$ cat src/rtl/music_player.sv
// Score sequencer: steps through {note, beats} entries in a ROM and drives a square-wave buzzer.
// Note period comes from an external lookup on hz_sel; each note is followed by a silent gap.
module music_player #(
    parameter int CLK_FRE  = 50_000_000,
    parameter int BEAT_CYC = 12_500_000,
    parameter int GAP_CYC  = 500_000,
    parameter int SCORE_AW = 8
) (
    input  logic                clk,
    input  logic                rst,
    input  logic                start,
    input  logic                stop,
    output logic [SCORE_AW-1:0] rom_addr,
    input  logic [15:0]         rom_data,
    output logic [7:0]          hz_sel,
    input  logic [19:0]         cycle,
    output logic                buzzer,
    output logic                busy,
    output logic                done
);

    // Wide enough for 255 * BEAT_CYC and for GAP_CYC, so the note length never truncates.
    localparam int DUR_W = 8 + $clog2(BEAT_CYC + 1);
    localparam int GAP_W = $clog2(GAP_CYC + 1);
    localparam int CNT_W = (DUR_W > GAP_W) ? DUR_W : GAP_W;
    localparam logic [SCORE_AW-1:0] LAST_ADDR = '1;

    if (BEAT_CYC < 1 || GAP_CYC < 1 || CLK_FRE < 1) begin : g_bad_cfg
        $error("music_player: CLK_FRE, BEAT_CYC and GAP_CYC must be positive");
    end

    typedef enum logic [2:0] {
        IDLE  = 3'd0,
        FETCH = 3'd1,
        LOAD  = 3'd2,
        PLAY  = 3'd3,
        GAP   = 3'd4
    } state_t;

    state_t              state_q, state_d;
    logic [SCORE_AW-1:0] addr_q, addr_d;
    logic [7:0]          note_q, note_d;
    logic [CNT_W-1:0]    cnt_q, cnt_d;
    logic [19:0]         t_q, t_d;
    logic                done_q, done_d;

    always_ff @(posedge clk or posedge rst) begin
        if (rst) begin
            state_q <= IDLE;
            addr_q  <= '0;
            note_q  <= '0;
            cnt_q   <= '0;
            t_q     <= '0;
            done_q  <= 1'b0;
        end else begin
            state_q <= state_d;
            addr_q  <= addr_d;
            note_q  <= note_d;
            cnt_q   <= cnt_d;
            t_q     <= t_d;
            done_q  <= done_d;
        end
    end

    always_comb begin
        state_d = state_q;
        addr_d  = addr_q;
        note_d  = note_q;
        cnt_d   = cnt_q;
        t_d     = '0;
        done_d  = 1'b0;
        if (stop) begin
            state_d = IDLE;
            cnt_d   = '0;
        end else begin
            case (state_q)
                IDLE: begin
                    if (start) begin
                        state_d = FETCH;
                        addr_d  = '0;
                    end
                end
                FETCH: state_d = LOAD;
                LOAD: begin
                    note_d = rom_data[15:8];
                    if (rom_data[7:0] == 8'd0) begin
                        state_d = IDLE;
                        done_d  = 1'b1;
                    end else begin
                        state_d = PLAY;
                        cnt_d   = CNT_W'(rom_data[7:0]) * CNT_W'(BEAT_CYC) - CNT_W'(1);
                    end
                end
                PLAY: begin
                    // A zero period (rest) parks the tone counter at 0.
                    if (cycle != 20'd0 && t_q < cycle - 20'd1) begin
                        t_d = t_q + 20'd1;
                    end
                    if (cnt_q == '0) begin
                        state_d = GAP;
                        cnt_d   = CNT_W'(GAP_CYC - 1);
                        t_d     = '0;
                    end else begin
                        cnt_d = cnt_q - CNT_W'(1);
                    end
                end
                GAP: begin
                    if (cnt_q == '0) begin
                        if (addr_q == LAST_ADDR) begin
                            state_d = IDLE;
                            done_d  = 1'b1;
                        end else begin
                            state_d = FETCH;
                            addr_d  = addr_q + SCORE_AW'(1);
                        end
                    end else begin
                        cnt_d = cnt_q - CNT_W'(1);
                    end
                end
                default: state_d = IDLE;
            endcase
        end
    end

    // Outputs decode registered state only, so an asynchronous reset silences them at once.
    always_comb begin
        busy     = (state_q != IDLE);
        done     = done_q;
        rom_addr = addr_q;
        hz_sel   = (state_q == PLAY) ? note_q : 8'h00;
        buzzer   = (state_q == PLAY) && (t_q < {1'b0, cycle[19:1]});
    end

endmodule

$ cat config.mk
export PLATFORM = sky130hd
export DESIGN_NAME = music_player
export DESIGN_NICKNAME = d
export VERILOG_FILES = /design/src/rtl/music_player.sv
export SDC_FILE = /design/constraint.sdc
export NUM_CORES = 1
export LEC_CHECK = 0
export ABC_AREA = 1
export BUFFER_PORTS_ARGS = -buffer_cell sky130_fd_sc_hd__buf_4
export CAP_MARGIN = 20
export CORE_UTILIZATION = 39
export CTS_BUF_LIST = sky130_fd_sc_hd__clkbuf_8
export CTS_CLUSTER_SIZE = 10
export DETAILED_ROUTE_END_ITERATION = 10
export GPL_ROUTABILITY_DRIVEN = 0
export GPL_TIMING_DRIVEN = 0
export PLACE_DENSITY_LB_ADDON = 0.3
export SLEW_MARGIN = 20
export SYNTH_ARGS = -nofsm -noshare
export SYNTH_HDL_FRONTEND = slang
export SYNTH_SLANG_ARGS = --single-unit
$ cat constraint.sdc
create_clock -name clk -period 4.9 [get_ports clk]
set_input_delay 0.98 -clock clk [delete_from_list [all_inputs] [get_ports clk]]
set_output_delay 0.98 -clock clk [all_outputs]
set_load 0.03 [all_outputs]
==> metrics.cfg <==
[global_routing]
grt_use_total_pct = 20.3
grt_pass1_wl_mm = 39.5
grt_pass1_vias = 8361
grt-ovfl-total = 0
grt_max_degree = 41
antenna_found_initial = 0

[worst_setup_path]
cpMaxStageDelayCell = fa_1
worstPathCellList = buf_4 -> fa_2 -> fa_1 -> inv_1 -> fa_1 -> inv_1 -> fa_1 -> ha_4 -> nand2_4 -> nor2_4 -> inv_2 -> nor3_2 -> nand2_1 -> nand3_2 -> nand2_2 -> nor2_2 -> nand2_1 -> nor2_2 -> nand2_1 -> nand2_1 -> nand3_2 -> nand2_2 -> nand2_2
crit_start = rom_data[2]
crit_path_frequent_cell = nand2_1
reg2reg_to = t_q[14]$_DFF_PP0_
endpoint_kind = flop
slowest_delay_ns = 0.58
critPathKind = input port to flop
cp-start-kind = input port
endpoint = cnt_q[31]$_DFFE_PP0P_
required_ns = 5.16
worst-r2r-cell-count = 12
worstPathArrival_ns = 5.10
cp_num_buf_inv = 4
cp.depth = 23
crit_path_max_fanout = 7
path_delay_family = adder cells
r2r-start = cnt_q[0]$_DFFE_PP0P_
r2r_setup_slack_ns = 2.12

[detailed_routing]
route.vias.total = 8744
viasPerCell = 4.96
first_iter_violations = 596
ant_nets = 0
dr.pass1.iters = 6
wire_per_inst_um = 13.4
wl_mm = 23.7
drc_errors = 0

[clocking]
clock_latency_ns = 0.37
clock_path_buffers = 2
cts_hold_buf = 0
numCtsBuffers = 9
cts_tree = done
h-tree-depth = 3
path_clk_slew_ns = 0.08
cts.sinks = 72
root_buffer = clkbuf_8

[sta]
fmax_mhz = 206
hold_ws_ns = 0.517
skew_ns = 0.00713
maxSlewViolCount = 0
fin_crit_ns = 4.84
grt_setup_unrepaired = true
relSlewSlack_pct = 59.1
worst_pin_slew_ns = 0.608
finalHoldViolCount = 0
setup_viol = 0
fin_crit_sh_pct = 98.8

[layout]
final_net_count = 1621
final_util_pct = 46.7
drive_gt1_share_pct = 16.0
diodes = 0
areaGrowthSynthToFinish_pct = 15.7
fillCellCount = 2350
fin_cells = 1763
multi_input_area_um2 = 6660
finalInstanceArea_um2 = 10700
regArea_um2 = 1800

[synth]
yosysWarnings = 0
synth-async-reset-ratio_pct = 100
ys_ff_latch = 72
synthDistinctLibCells = 45
synth-edff-count = 0
syn-mean-instance-area_um2 = 6.77
synth.net_count = 1542
netlist_instances = 1366
synth_ff_type = dfrtp_1
ys_seq_area_share_pct = 19.5
synth_area_um2 = 9250

[power]
p_leak_uw = 0.00569
finalPower_uw = 6820
power_density_nw_per_um2 = 638
ir_drop_uv = 251

[floorplan]
coreArea_um2 = 22900
num_rows = 55
start_util_pct = 40.4
dieArea_um2 = 24300
die_h_um = 156
die_w_um = 156
io_pins = 59

[place]
io_buffers = 57
dp.cells = 1737
placed_cell_area_um2 = 10100
hpwl_mm = 19.3

[run]
maxCapViolations = 0

[run_status]
status = complete, no violations

[worst_hold_path]
hp-class = flop to flop

==> metrics by stage <==
step,worst slack (ns),TNS [ns]
after floorplan,0.00799,0
after global placement,-0.509,-5.10
after detailed placement,-0.576,-5.76
after CTS,0.00304,0
after global routing,-0.146,-0.672
final,0.0567,0
==> what timing repair did <==
action                                  in CTS  in global routing
setup buffers                                3                  7
pin swaps                                   17                 33
endpoints found under the setup margin      10                 12
gates resized for setup                     22                 72
==> cell usage in the layout (no fill, tap or decap), types with 12 or more instances in the layout <==
cell type and instances:
nor2_2 16, ha_1 85, nand3_1 79, nand2_1 267
fa_1 37, a21oi_1 69, nand2_2 33, nor2_1 147
nand3_2 13, o21ai_0 52, nor3_1 25, buf_4 66
nor2_4 12, inv_2 18, inv_1 259, nand4_1 21
xor2_1 43, dfrtp_1 72
==> worst min path at each step <==
stage                           from                    end  slack (ns)  cells after the start
2_1_floorplan       t_q[0]$_DFF_PP0_       t_q[0]$_DFF_PP0_        0.47                      1
3_3_place_gp   cnt_q[31]$_DFFE_PP0P_  cnt_q[31]$_DFFE_PP0P_        0.49                      2
3_5_place_dp   note_q[3]$_DFFE_PP0P_  note_q[3]$_DFFE_PP0P_        0.50                      2
4_1_cts        note_q[1]$_DFFE_PP0P_  note_q[1]$_DFFE_PP0P_        0.52                      2
5_1_grt        note_q[5]$_DFFE_PP0P_  note_q[5]$_DFFE_PP0P_        0.55                      2
6_report       note_q[3]$_DFFE_PP0P_  note_q[3]$_DFFE_PP0P_        0.52                      2
==> synth_stat cells, types with 2 or more instances <==
library cell,number,area (µm²)
a211oi_1,3,22.5
a21oi_1,72,360
a31oi_1,4,25.0
and2_1,4,25.0
buf_2,4,20.0
buf_4,2,15.0
buf_6,4,45.0
clkbuf_1,4,15.0
dfrtp_1,72,1800
fa_1,40,801
ha_1,96,1200
inv_1,267,1000
inv_2,8,30.0
nand2_1,294,1100
nand2_2,14,87.6
nand2_4,2,22.5
nand3_1,85,425
nand3_2,7,70.1
nand3b_1,4,30.0
nand4_1,21,131
nor2_1,159,597
nor2_2,10,62.6
nor2_4,6,67.6
nor2_8,3,60.1
nor3_1,28,140
nor3_2,4,40.0
nor3b_1,6,45.0
nor4_1,6,37.5
o211ai_1,7,52.6
o21a_1,2,15.0
o21ai_0,52,260
o21ai_1,9,45.0
o22ai_2,3,37.5
o311ai_0,2,17.5
o31ai_1,4,30.0
or2_2,5,31.3
xnor2_1,3,26.3
xor2_1,43,377
==> where the power goes <==
group	leakage, µW	internal, µW	switching [µW]	total, µW
clock	0.0000958	191	236	427
combinational	0.00463	1960	3570	5530
sequential	0.000965	734	129	863
==> sequential cells by signal (all words and copies together), names as in the netlist <==
register / flops
rom_addr: 8
note_q: 8
state_q: 3
cnt_q: 32
t_q: 20
done: 1
==> cells by family after synthesis <==
kind of cell    Yosys count  share of synthesized area [%]
xor+xnor                 46                           4.36
flops                    72                           19.5
compound gates          162                           9.70
fa+ha+maj               136                           21.6
buf+inv                 289                           12.2
simple gates            661                           32.6
==> cell type report <==
type,count,share of cell area (%)
Tap cell,313,3.66
Clock inverter,6,0.269
Buffer,14,0.889
Clock buffer,10,1.29
Multi-Input combinational cell,1005,62.2
Sequential cell,72,16.8
Timing Repair Buffer,68,5.16
Inverter,275,9.67
==> worst register-to-register path, delay by kind of cell (launching register included) <==
family | cells | cell delay (ns)
fa+ha+maj | 1 | 0.22
buf+inv | 2 | 0.41
flops | 1 | 0.37
simple gates | 9 | 1.69
==> metal layers <==
layer	track usage (%)	vias up	share of wire, %
li1	-	4487	-
met1	26.8	4057	48
met2	34.8	170	47
met3	2.31	30	3.4
met4	5.65	0	1.9
met5	0	-	0
No activity file was read; power rests on OpenSTA's default activity.
